## config.mk

```make
export PLATFORM = sky130hd
export DESIGN_NAME = mmio_gpio
export DESIGN_NICKNAME = d
export VERILOG_FILES = /design/src/rtl/gpio_pkg.sv /design/src/rtl/gpio_debounce.sv /design/src/rtl/mmio_gpio.sv
export SDC_FILE = /design/constraint.sdc
export NUM_CORES = 1
export LEC_CHECK = 0
export ABC_AREA = 1
export CAP_MARGIN = 5
export CORE_ASPECT_RATIO = 2
export CORE_MARGIN = 2
export CORE_UTILIZATION = 30
export DETAILED_ROUTE_END_ITERATION = 12
export HOLD_SLACK_MARGIN = 0.05
export SETUP_SLACK_MARGIN = 0.02
export SYNTH_ARGS = -nofsm -noshare
export SYNTH_HDL_FRONTEND = slang
export SYNTH_SLANG_ARGS = --single-unit
```

## constraint.sdc

```tcl
create_clock -name clock -period 3.01 [get_ports clock]
set_input_delay 0.602 -clock clock [delete_from_list [all_inputs] [get_ports clock]]
set_output_delay 0.602 -clock clock [all_outputs]
set_load 0.01 [all_outputs]
```

## src/rtl/gpio_pkg.sv

```systemverilog
// gpio_pkg: register offsets and edge-capture mode encodings for mmio_gpio.
package gpio_pkg;
    typedef enum logic [1:0] {
        GPIO_LED_DATA = 2'd0,
        GPIO_LED_TGL  = 2'd1,
        GPIO_SW_STATE = 2'd2,
        GPIO_SW_EDGE  = 2'd3
    } gpio_reg_e;
    localparam int EDGE_RISE = 0;
    localparam int EDGE_FALL = 1;
    localparam int EDGE_BOTH = 2;
endpackage

```

## src/rtl/gpio_debounce.sv

```systemverilog
// gpio_debounce: one switch channel; 2-FF synchroniser followed by a stability counter.
module gpio_debounce #(
    parameter int DB_CYCLES = 16
) (
    input  logic clock,
    input  logic reset,
    input  logic i_sw,
    output logic o_deb
);
    localparam int CW = $clog2(DB_CYCLES + 1);
    logic          r_s1;
    logic          r_s2;
    logic          r_deb;
    logic [CW-1:0] r_cnt;
    always_ff @(posedge clock) begin
        if (reset) begin
            r_s1  <= 1'b0;
            r_s2  <= 1'b0;
            r_deb <= 1'b0;
            r_cnt <= '0;
        end else begin
            r_s1 <= i_sw;
            r_s2 <= r_s1;
            if (r_s2 == r_deb) begin
                r_cnt <= '0;
            end else if (r_cnt == CW'(DB_CYCLES - 1)) begin
                r_deb <= r_s2;
                r_cnt <= '0;
            end else begin
                r_cnt <= r_cnt + CW'(1);
            end
        end
    end
    assign o_deb = r_deb;
endmodule

```

## src/rtl/mmio_gpio.sv

```systemverilog
// mmio_gpio: memory-mapped LED outputs and debounced switch inputs with sticky edge flags.
// Reads are combinational; writes commit on the next rising clock edge.
module mmio_gpio
    import gpio_pkg::*;
#(
    parameter int LED_W     = 24,
    parameter int SW_W      = 24,
    parameter int DB_CYCLES = 16,
    parameter int EDGE_MODE = EDGE_RISE
) (
    input  logic             clock,
    input  logic             reset,
    input  logic             io_sel,
    input  logic             io_read,
    input  logic             io_write,
    input  logic [3:0]       addr,
    input  logic [31:0]      write_data,
    output logic [31:0]      read_data,
    input  logic [SW_W-1:0]  switches,
    output logic [LED_W-1:0] leds,
    output logic             edge_irq
);
    logic [LED_W-1:0] r_leds;
    logic [SW_W-1:0]  r_deb_prev;
    logic [SW_W-1:0]  r_sw_edge;
    logic [SW_W-1:0]  w_deb;
    logic [SW_W-1:0]  w_ev;
    logic [SW_W-1:0]  w_clr;
    gpio_reg_e        w_reg;
    logic             w_wr;
    logic             w_unused;

    assign w_reg    = gpio_reg_e'(addr[3:2]);
    assign w_wr     = io_sel & io_write;
    assign w_unused = &{1'b0, addr[1:0], write_data};

    for (genvar i = 0; i < SW_W; i++) begin : g_db
        gpio_debounce #(.DB_CYCLES(DB_CYCLES)) u_db (
            .clock (clock),
            .reset (reset),
            .i_sw  (switches[i]),
            .o_deb (w_deb[i])
        );
    end

    assign w_ev  = (EDGE_MODE == EDGE_FALL) ? (~w_deb & r_deb_prev) :
                   (EDGE_MODE == EDGE_BOTH) ? (w_deb ^ r_deb_prev) :
                                              (w_deb & ~r_deb_prev);
    assign w_clr = (w_wr && w_reg == GPIO_SW_EDGE) ? write_data[SW_W-1:0] : '0;

    // A new event ORs in after the clear, so set wins over a same-cycle W1C.
    always_ff @(posedge clock) begin
        if (reset) begin
            r_leds     <= '0;
            r_deb_prev <= '0;
            r_sw_edge  <= '0;
        end else begin
            if (w_wr && w_reg == GPIO_LED_DATA)
                r_leds <= write_data[LED_W-1:0];
            else if (w_wr && w_reg == GPIO_LED_TGL)
                r_leds <= r_leds ^ write_data[LED_W-1:0];
            r_deb_prev <= w_deb;
            r_sw_edge  <= (r_sw_edge & ~w_clr) | w_ev;
        end
    end

    always_comb begin
        read_data = '0;
        if (io_sel && io_read)
            read_data = (w_reg == GPIO_LED_DATA) ? 32'(r_leds) :
                        (w_reg == GPIO_SW_STATE) ? 32'(w_deb) :
                        (w_reg == GPIO_SW_EDGE)  ? 32'(r_sw_edge) : 32'h0;
    end

    assign leds     = r_leds;
    assign edge_irq = |r_sw_edge;
endmodule

```

======== Word level (Yosys, flattened, before mapping) ========
Index checks and enable logic that the tools add are counted.
Widths: inputs -> output; s select.
word-level totals
  bits in registers ....................... 264
  bits in latches ......................... 0
  memory bits (writable) .................. 0
  memory bits (read-only) ................. 0
  logic and storage cells ................. 267
  memories ................................ 0
operators by class
  $add $sub $neg .......................... 24
  multipliers ............................. 0
  div/mod/pow operators ................... 0
  $lt $le $gt $ge ......................... 0
  eq/ne operators ......................... 51
  shift operators ......................... 0
  multiplexer cells ....................... 7
  bitwise operators ....................... 31
  reductions and logical operators ........ 55
operators by type and width
  cell                 number
  $mux 24              7
  $add 5x1->5 const B  24
  $eq 5x4->1 const B   24
  $reduce_or 3->1      24
  $and 24x24->24       2
  $not 24->24          2
  $reduce_and 2->1     24
  $eq 1x1->1           24
  $not 1->1            24
  $or 24x24->24        1
  $reduce_or 24->1     1
  $xor 24x24->24       1
  $eq 2x2->1 const B   2
  $logic_and 1x1->1    4
  $eq 2x1->1 const B   1
  $logic_not 2->1      1
  $reduce_bool 2->1    1
  $and 1x1->1          1

======== Depth between registers and ports, before layout ========
Gate-level depths: netlist (run 1).
  depth after elaboration ................. 6
  depth in mapped cells ................... 8

======== Cells and area by module ========
A second synthesis (run 1) with hierarchy kept.
unflattened totals
  cell total of the unflattened synthesis .. 1404
  area, all modules ....................... 10811.6 sq um
modules (own cells, without submodules)
  module                             times used  cells each  area each (sq um)  sequential area each (sq um)
  gpio_debounce at g_db[0].u_db ...  22          36          309.0              160.2
  mmio_gpio                          1           538         3397.0             1441.4
  gpio_debounce at g_db[7].u_db ...  2           37          307.8              160.2

======== Worst setup path after synthesis (run 1) ========
Ideal clock, no wire load.
  path type ............................... input to output
  start ................................... in addr[3]
  end ..................................... out read_data[15]
  data arrival time ....................... 1.303 ns
  data required time ...................... 2.408 ns
  slack ................................... 1.105 ns
  cell stages on the path ................. 6
  path buffers ............................ 1
  cell sequence ........................... nor2_2 -> buf_2 -> nand2_1 -> o211ai_1 -> nand2_1 -> inv_1
on the way
  word-level cells in the longest chain between the ends .. 5
  elaborated cells between the ends (all ways) .. 7
  classes of those cells .................. 2 x eq/ne; 4 x mux; 1 x reduce/logical
RTL lines
  element             RTL line         RTL
  start: declaration  mmio_gpio.sv:16  input logic [3:0] addr,
  $eq 2x2->1          mmio_gpio.sv:72  (w_reg == GPIO_SW_EDGE) ? 32'(r_sw_edge) : 32'h0;
  $mux 24             mmio_gpio.sv:72
  $mux 24             mmio_gpio.sv:71  (w_reg == GPIO_SW_STATE) ? 32'(w_deb) :
  $mux 24 (*)         mmio_gpio.sv:70  read_data = (w_reg == GPIO_LED_DATA) ? 32'(r_leds) :
  $mux 24 (*)         mmio_gpio.sv:69  if (io_sel && io_read)
  end: declaration    mmio_gpio.sv:18  output logic [31:0] read_data,
Mark *: on every way between the ends. The rest lies on a longest branch, timed or not.

======== Worst setup path after layout (run 1) ========
  start ................................... in io_sel
  end ..................................... out read_data[17]
on the way
  word-level cells in the longest chain between the ends .. 2
RTL lines
  element             RTL line         RTL
  start: declaration  mmio_gpio.sv:13  input logic io_sel,
  $logic_and 1x1->1   mmio_gpio.sv:69
  $mux 24             mmio_gpio.sv:69
Every way passes these cells.

==> out/metrics.cfg, run 1 <==
[grt]
grt_max_degree = 92
first_global_vias = 8089
globalRouteOverflowTotal = 0
antenna_found_initial = 0
track_usage = 0.1308
grt_pass1_wl_mm = 38.02

[critical_path]
crit_chain = clkdlybuf4s50_1, nand2_1, inv_1, buf_12, nand2_1, inv_1, clkdlybuf4s50_1
r2r_slack_ns = 1.60
r2r_end = g_db[0].u_db.r_cnt[2]
crit_arrival_ns = 2.12
cp-start-kind = primary input
cp_max_fo = 24
crit_path_end_kind = primary output
cpMaxStageDelayCell = clkdlybuf4s50_1
ff2ff_path_depth = 7
r2r_start = g_db[0].u_db.r_cnt[0]
path_class = in -> out
critPathRequiredTime_ns = 2.41
slowest_delay_ns = 0.53

[synth]
synth.ff_latch_count = 264
synth_top_family_by_area = simple AND/OR/NAND/NOR gates
synth.avg_cell_area_sq_um = 7.850
yosys_warnings = 0
synthAdderAreaFrac = 0.05827
netlist_area_sq_um = 10310
synth_xor_area_frac = 0.03229
synth-simple-area-share = 0.2348
synth_cell_types = 24
netlist_instances = 1313
synth_compound_area_frac = 0.06725
yosysSeqAreaShare = 0.5127
synthMuxAreaShare = 0

[layout]
final_util = 0.3742
layout_commonest_cell = dfxtp_1
drive_above_1_share = 0.04558
stdcell_count = 1889
area_delta_synth_final_pct = 23.85
num_antenna_cells = 0
final_nets = 1540
layout_common_cells = dfxtp_1, nor2_1, nand2_1, inv_1, clkdlybuf4s50_1
finish.instance_area_sq_um = 12770

[clock_network]
cts_tree = yes
cts_hold_buf = 0
clk_path_buf_depth = 3
cts_root_buf = clkbuf_16
clkSinkCount = 264
clkLatencyLatePin_ns = 0.56
postCtsSetupBuffers = 0
cts.reportedPaths.clkPinSlew_ns = 0.06
cts_htree_levels = 1
cts_buffers = 27

[floorplanning]
die_h_um = 266.1
row_count = 96
dieArea_sq_um = 35950
pin_count = 122
initial_core_util = 0.3022
coreArea_sq_um = 34110
die_w_um = 135.1

[sta]
fmax_ghz = 0.3669
rsz0062_at_grt = no
min_period_ns = 2.726
setup_viol = 0
clock_skew_ns = 0.01328
finalHoldViolCount = 0
tightest_slew_ns = 0.6974
drv_slew = 0
slew-limit-headroom = 0.5334
finalCritPeriodShare = 0.9055

[drt]
drtIter0Drc = 302
drc = 0
first_pass_iters = 5
routed_via_density = 4.393
wl_per_cell_um = 12.29
postRouteAntennaNets = 0
wl_mm = 23.21
vias = 8298

[outcome]
status = finished, final reports clean

[min_path]
holdPathEnd = g_db[5].u_db.r_s2
hold_path_class = reg -> reg
whs_path_depth = 2
worstHoldStart = g_db[5].u_db.r_s1

[placement]
gp_congestion = 0.7472
post_dp_cell_area_sq_um = 11900
dp.cells = 1839
post-dp-hpwl_mm = 16.58
portBuffers = 103

[pwr]
p_leak_nw = 5.329
power_density_nw_per_um2 = 560.3
ir_drop_mv = 0.4248
p_total_mw = 7.153

[flow_run]
cap_violations = 0

==> registers in the layout (all words and copies together) (netlist names) <==
name             count
g_db.u_db.r_s1      24
g_db.u_db.r_cnt    120
g_db.u_db.o_deb     24
leds                24
r_deb_prev          24
g_db.u_db.r_s2      24
r_sw_edge           24
==> kinds of logic (layout without fill, tap and decap cells) <==
| logic type | Yosys count | in the layout |
|---|---|---|
| AOI/OAI and AO/OA | 126 | 126 |
| xor gates and xnor gates | 38 | 38 |
| adders and majority gates | 48 | 48 |
| buffers and inverters | 242 | 370 |
| DFF | 264 | 264 |
| other | 1 | 8 |
| and+or+nand+nor | 594 | 594 |
==> report_power, final <==
part / leakage (nW) / internal, mW / switching, mW / total [mW]
registers: 2.14 / 3.54 / 0.0310 / 3.58
clock network: 0.421 / 1.84 / 1.40 / 3.24
logic: 2.77 / 0.149 / 0.189 / 0.337
==> worst max-delay path: cells and delay by family <==
family,cells,cell delay (ns)
buffers and inverters,5,1.34
and+or+nand+nor,2,0.17
==> routing by layer <==
metal / global-route usage / routed length [um] / vias to the layer above / part of all wire
li1: - / - / 4295 / -
met1: 0.1401 / 9277 / 3795 / 0.40
met2: 0.2497 / 12070 / 170 / 0.52
met3: 0.02359 / 1233 / 38 / 0.053
met4: 0.04955 / 628 / 0 / 0.027
met5: 0 / 0 / - / 0
==> repair_timing <==
| item | 4_1_cts | 5_1_grt |
|---|---|---|
| pin swaps | 0 | 1 |
| resized for setup | 2 | 3 |
| setup endpoints to repair | 10 | 23 |
==> cell usage after synthesis, drive strengths merged <==
cell type  number  area share
a21oi          53       0.026
clkbuf          4      0.0015
xnor2          19       0.016
buf            35       0.019
nand4           8      0.0049
and3           19       0.012
nor3b           5      0.0036
nor2          260       0.096
o211ai         25       0.018
ha             48       0.058
inv           203       0.074
nand3          67       0.033
dfxtp         264        0.51
nand2         235       0.086
conb            1     0.00036
o21ai          48       0.023
xor2           19       0.016
==> how the worst max path moves through the flow <==
stage	startpoint	to	slack (ns)
floorplan	addr[3]	read_data[15]	1.11
CTS	addr[3]	read_data[7]	0.004
global route	io_sel	read_data[17]	0.18
global placement	addr[3]	read_data[22]	0.007
detailed placement	addr[3]	read_data[7]	-0.04
finish	io_sel	read_data[17]	0.28
==> stage by stage <==
stage | hold slack, ns | setup TNS [ns] | setup WS, ns
after global routing | 0.4117 | 0 | 0.1755
after CTS | 0.4017 | 0 | 0.004119
after floorplan | 0.3883 | 0 | 1.105
after global placement | 0.3906 | 0 | 0.007294
final | 0.4012 | 0 | 0.2843
after detailed placement | 0.3927 | -0.1035 | -0.03931
==> final cells by class <==
cell class,instances,area [sq um]
tap,441,551.8
inverter,203,762.0
multi-input combinational,814,4076
fill,3567,21350
sequential,264,5285
clock inverter,12,111.4
timing repair buffer,117,1232
clock buffer,38,747.0
Power figures use the tool's default switching activity.
==> run 2, diff against run 1 <==
--- a/config.mk
+++ b/config.mk
@@ -11,6 +11,7 @@
 export CORE_MARGIN = 2
 export CORE_UTILIZATION = 30
 export DETAILED_ROUTE_END_ITERATION = 12
+export DONT_BUFFER_PORTS = 1
 export HOLD_SLACK_MARGIN = 0.05
 export SETUP_SLACK_MARGIN = 0.02
 export SYNTH_ARGS = -nofsm -noshare
==> run 2 against run 1 <==
Compared with the run above: largest cell class unchanged; routed wire length is 0.54% higher; sequential power hardly changed; combinational power is 44% lower; clock skew is 0.0059 ns lower; sequential cell count stayed put; clock-buffer cell count is 1 higher; final area is 9.2% lower; cell count is 6.1% lower; core utilization is 3.4 points lower.
==> out/metrics.cfg, run 2 (same netlist as run 1, synthesis figures left out) <==
[outcome]
status = finished, final reports clean

[clock_network]
clk_path_buf_depth = 3  ; unchanged
cts_tree = yes
cts_root_buf = clkbuf_16
cts_htree_levels = 1  ; unchanged
cts_hold_buf = 0  ; unchanged
cts.reportedPaths.clkPinSlew_ns = 0.06  ; about the same
post_cts_resized = 0  ; -2
cts_buffers = 26  ; -3.7%
clkLatencyLatePin_ns = 0.53  ; -0.03 ns
postCtsSetupBuffers = 0  ; unchanged
clkSinkCount = 264  ; unchanged

[drt]
wl_per_cell_um = 13.16  ; +7.1%
drtIter0Drc = 253  ; -16%
first_pass_iters = 4  ; -1
drc = 0  ; unchanged
routed_via_density = 4.424  ; +0.72%
wl_mm = 23.34  ; +0.54%
postRouteAntennaNets = 0  ; unchanged
vias = 7849  ; -5.4%

[critical_path]
critPathRequiredTime_ns = 2.41  ; about the same
path_class = in -> out
crit_chain = nand2_2, inv_2, nand2_1, nand3_1, nand2_1, inv_1
cp_common_cell = nand2_1
slowest_delay_ns = 0.49  ; -0.04 ns
cp-start-kind = primary input
crit_arrival_ns = 1.73  ; -0.39 ns
cpMaxStageDelayCell = inv_2
r2r_end = g_db[17].u_db.r_cnt[3]
r2r_start = g_db[17].u_db.r_cnt[0]
r2r_slack_ns = 1.61  ; about the same
cp_max_fo = 18  ; -25%
ff2ff_path_depth = 6  ; -1
crit_path_end_kind = primary output

[sta]
rsz0062_at_grt = no
slew-limit-headroom = 0.4501  ; -0.08335
fmax_ghz = 0.4293  ; +17%
min_period_ns = 2.329  ; -0.3963 ns
finalHoldViolCount = 0  ; unchanged
finalCritPeriodShare = 0.7739  ; -0.1317
clock_skew_ns = 0.007380  ; -0.005897 ns
setup_viol = 0  ; unchanged
tightest_slew_ns = 0.8229  ; +0.1255 ns
drv_slew = 0  ; unchanged
hold-worst-slack_ns = 0.1445  ; -0.2567 ns
fin_setup_tns_ns = 0  ; unchanged

[grt]
first_global_vias = 7824  ; -3.3%
track_usage = 0.1319  ; +0.001038
grt_max_degree = 93  ; +1.1%
globalRouteOverflowTotal = 0  ; unchanged
antenna_found_initial = 0  ; unchanged
grt_pass1_wl_mm = 37.68  ; -0.89%

[placement]
gp_congestion = 0.7304  ; -2.2%
portBuffers = 0  ; -100%
dp.cells = 1728  ; -6.0%
post_dp_cell_area_sq_um = 10730  ; -9.8%
post-dp-hpwl_mm = 16.08  ; -3.0%

[layout]
layout_common_cells = dfxtp_1, nor2_1, nand2_1, inv_1, nand3_1
drive_above_1_share = 0.04051  ; -0.005070
top_register = g_db.u_db.r_cnt
num_antenna_cells = 0  ; unchanged
stdcell_count = 1774  ; -6.1%
layout_commonest_cell = dfxtp_1
area_delta_synth_final_pct = 12.49
finish.instance_area_sq_um = 11590  ; -9.2%
largest_reg_flops = 120  ; unchanged
final_nets = 1428  ; -7.3%
ff_latch_area_sq_um = 5285  ; unchanged
fillers = 3628  ; +1.7%
multiInputGateArea_sq_um = 4076  ; unchanged

[floorplanning]
die_w_um = 135.1  ; unchanged
die_h_um = 266.1  ; unchanged
initial_core_util = 0.3022  ; unchanged
pin_count = 122  ; unchanged
row_count = 96  ; unchanged
coreArea_sq_um = 34110  ; unchanged
dieArea_sq_um = 35950  ; unchanged

[pwr]
p_total_mw = 7.058  ; -1.3%
ir_drop_mv = 0.3973  ; -6.5%
p_leak_nw = 4.862  ; -8.8%
power_density_nw_per_um2 = 608.7  ; +8.6%

[min_path]
holdPathEnd = g_db[2].u_db.r_s2
whs_path_depth = 1  ; -1
hold_path_class = in -> reg
worstHoldStart = reset

[flow_run]
cap_violations = 0  ; unchanged

-- run 2: changes by cell type in the layout (fill, tap and decap cells not counted) --
cell,delta
inv_8,-1
clkinv_2,-4
inv_6,+1
clkdlybuf4s50_1,-99
buf_4,-2
bufinv_16,+1
buf_8,-1
clkbuf_1,-1
inv_16,-1
dlymetal6s2s_1,-2
buf_12,-6
dlygate4sd2_1,-1
clkinvlp_4,-1
clkbuf_8,+2
-- run 2: metrics by stage --
step                        util  setup slack (ns)
after CTS                 0.3399            0.6607
after global placement    0.3146            0.6269
after detailed placement  0.3146            0.6599
final                     0.3399            0.6807
after global routing      0.3399            0.5490
after floorplan                -             1.105
-- run 2: worst max-delay path by stage --
stage                        from            end  slack (ns)  depth (start not counted)
after global routing      addr[2]  read_data[19]        0.55                          6
after global placement    addr[2]  read_data[17]        0.63                          6
after CTS                 addr[2]  read_data[17]        0.66                          6
after floorplan           addr[3]  read_data[15]        1.11                          6
final                     addr[2]   read_data[0]        0.68                          6
after detailed placement  addr[2]  read_data[17]        0.66                          6
-- run 2: power by group --
part / internal (mW) / switching, mW
Sequential: 3.54 / 0.0392
Combinational: 0.0531 / 0.137
Clock: 1.94 / 1.35
Total: 5.53 / 1.52
-- run 2: layer usage --
metal	track usage	part of all wire	wire length (um)	vias up
met2	0.2523	0.51	12010	156
met3	0.02607	0.056	1297	37
met4	0.04955	0.029	675	0
met5	0	0	0	-
li1	-	-	-	4049
met1	0.1394	0.40	9360	3607
-- run 2: layout make-up --
cell class                      count  share of cell area
Clock inverter                      7            0.007877
Clock buffer                       39             0.06647
Multi-Input combinational cell    814              0.3516
Inverter                          203             0.06572
Timing Repair Buffer                6            0.004964
Tap cell                          441             0.04759
Sequential cell                   264              0.4558
-- run 2: worst max-delay path, delay by kind of cell --
kind,cells,cell delay [ns]
AND/OR/NAND/NOR,4,0.50
buffers and inverters,2,0.61
==> run 3, diff against run 2 <==
==> constraint.sdc (replaced) <==
create_clock -name clock -period 1.9 [get_ports clock]
set_input_delay 0.38 -clock clock [delete_from_list [all_inputs] [get_ports clock]]
set_output_delay 0.38 -clock clock [all_outputs]
set_load 0.01 [all_outputs]
==> run 3 against run 2 <==
Compared with the run above: core utilization up 1.9 points; largest cell class unchanged; hold slack worse by 0.068 ns; sequential power up 59%; non-clock buffer count up 54; routed wire length up 1.8%; global-route usage up 0.24 points; cell count up 3.0%; total power up 60%; sequential cell count unchanged; register-to-register slack worse by 1.1 ns; critical path depth down 2; die area unchanged.
==> out/metrics.cfg, run 3 (same netlist as run 1, synthesis figures left out) <==
[critical_path]
path_buf_inv = 0  ; -2
r2r_end = g_db[17].u_db.r_cnt[0]
cp-start-kind = register
crit_path_end_kind = primary output
crit_chain = nor2_1, nand3_4, nor2_1, nand2_1
ff2ff_path_depth = 6  ; unchanged
cp_max_fo = 3  ; -15
r2r_start = g_db[17].u_db.r_cnt[0]
cp-startpoint = r_sw_edge[2]
crit_arrival_ns = 1.42  ; -0.31 ns
slowest_delay_ns = 0.33  ; -0.16 ns
cp_common_cell = nor2_1
cpMaxStageDelayCell = dfxtp_1
path_class = reg -> out
r2r_slack_ns = 0.48  ; -1.13 ns
critPathRequiredTime_ns = 1.52  ; -0.89 ns
crit_family = simple AND/OR/NAND/NOR gates

[floorplanning]
row_count = 96  ; unchanged
pin_count = 122  ; unchanged
coreArea_sq_um = 34110  ; unchanged
die_h_um = 266.1  ; unchanged
initial_core_util = 0.3022  ; unchanged
dieArea_sq_um = 35950  ; unchanged
die_w_um = 135.1  ; unchanged

[placement]
portBuffers = 0  ; unchanged
pre_cts_ws_ns = 0.3663  ; -0.2936 ns
gp_congestion = 0.7680  ; +5.1%
post-dp-hpwl_mm = 16.27  ; +1.1%

[grt]
antenna_found_initial = 2  ; +2
globalRouteOverflowTotal = 0  ; unchanged
grt_max_degree = 68  ; -27%
first_global_vias = 7964  ; +1.8%
track_usage = 0.1343  ; +0.002377
grt_pass1_wl_mm = 38.67  ; +2.6%

[outcome]
status = finished, final reports clean

[min_path]
whs_path_depth = 3  ; +2
holdPathEnd = leds[21]
worstHoldStart = write_data[21]
hold_path_class = in -> reg

[drt]
wl_per_cell_um = 13.00  ; -1.2%
postRouteAntennaNets = 0  ; unchanged
wl_met1_mm = 9.340  ; -0.21%
vias = 8178  ; +4.2%
drtIter0Drc = 283  ; +12%
routed_via_density = 4.474  ; +1.1%
routed-wl-met3_mm = 1.336  ; +3.0%
drc = 0  ; unchanged
first_pass_iters = 4  ; unchanged
wl_mm = 23.77  ; +1.8%
routed.top_layer = met5
met2_length_mm = 12.36  ; +2.9%

[sta]
drv_slew = 0  ; unchanged
finalHoldViolCount = 0  ; unchanged
fin_setup_tns_ns = 0  ; unchanged
min_period_ns = 1.801
finalCritPeriodShare = 0.9476
fmax_ghz = 0.5554
setup_viol = 0  ; unchanged
rsz0062_at_grt = yes
setup_ws_ns = 0.09948  ; -0.5812 ns
clock_skew_ns = 0.009427  ; +0.002047 ns

[layout]
area_delta_synth_final_pct = 18.83
final_nets = 1482  ; +3.8%
layout_commonest_cell = dfxtp_1
num_antenna_cells = 0  ; unchanged
drive_above_1_share = 0.05047  ; +0.009959
layout_common_cells = dfxtp_1, nor2_1, nand2_1, inv_1, nand3_1
fillers = 3581  ; -1.3%
top_register = g_db.u_db.r_cnt
largest_reg_flops = 120  ; unchanged

[clock_network]
cts_buffers = 26  ; unchanged
clkLatencyLatePin_ns = 0.54  ; about the same
cts_htree_levels = 1  ; unchanged
clkSinkCount = 264  ; unchanged
clk_path_buf_depth = 3  ; unchanged
cts_root_buf = clkbuf_16
postCtsSetupBuffers = 0  ; unchanged
cts.reportedPaths.clkPinSlew_ns = 0.06  ; about the same
cts_tree = yes

[flow_run]
cap_violations = 0  ; unchanged

[pwr]
power_density_nw_per_um2 = 921.6  ; +51%
ir_drop_mv = 0.6571  ; +65%
p_leak_nw = 5.145  ; +5.8%

==> run 3: cell types whose count changed in the layout (fill, tap and decap cells not counted), moves of 2 or more <==
cell           previous run  this run
dfxtp_1                 264       262
dfxtp_2                   0         2
dlygate4sd3_1             0        48
buf_12                    1         7
clkbuf_1                  7         3
nor2_1                  256       253
clkinv_4                  0         2
clkbuf_8                  5         7
nor2_2                    3         5
==> run 3: worst max-delay path by stage <==
stage	to	cells after the start
floorplan	read_data[15]	6
global placement	read_data[22]	7
detailed placement	read_data[22]	7
CTS	edge_irq	4
global route	edge_irq	4
finish	edge_irq	4
==> run 3: per-stage QoR <==
step | instance area, sq um | total power, mW | util | std cells | hold WS, ns
2_1_floorplan | 10330 | 6.040 | - | 1320 | 0.3883
3_3_place_gp | 10850 | 6.124 | 0.3179 | 1733 | 0.3903
3_5_place_dp | 10850 | 6.134 | 0.3179 | 1733 | 0.3933
4_1_cts | 12240 | 11.51 | 0.3589 | 1828 | 0.05263
5_1_grt | 12250 | 11.77 | 0.3590 | 1828 | 0.07309
6_report | 12250 | 11.29 | 0.3590 | 1828 | 0.07689
==> run 3: power breakdown <==
| group | switching (mW) | internal, mW |
|---|---|---|
| clock network | 2.16 | 3.00 |
| logic | 0.268 | 0.174 |
| registers | 0.0641 | 5.62 |
| total | 2.49 | 8.79 |
==> run 3: per-layer routing <==
layer	vias up	global-route usage
met5	-	0
met4	4	0.05068
met3	42	0.02264
met2	163	0.2533
met1	3796	0.1473
li1	4173	-
==> run 3: timing repair <==
action                     in CTS  in global routing
setup endpoints to repair       1                  2
hold buffers                   49                  0
hold endpoints to repair      109                  0
pin swaps                       1                  0
resized for setup               6                  2
==> run 3: area by class of cell <==
class                   count  area (sq um)  share of cell area
clock buffers              37         783.3             0.06395
inverters                 203         762.0             0.06221
flip-flops and latches    264          5288              0.4317
repair buffers             60         678.2             0.05537
well taps                 441         551.8             0.04505
multi-input cells         814          4101              0.3349
clock inverters             9         83.83            0.006844
==> run 3: tightest hold or removal path: stages <==
cell and delay, ns:
nand2_1 0.06, nor2_1 0.05, nor2_1 0.09
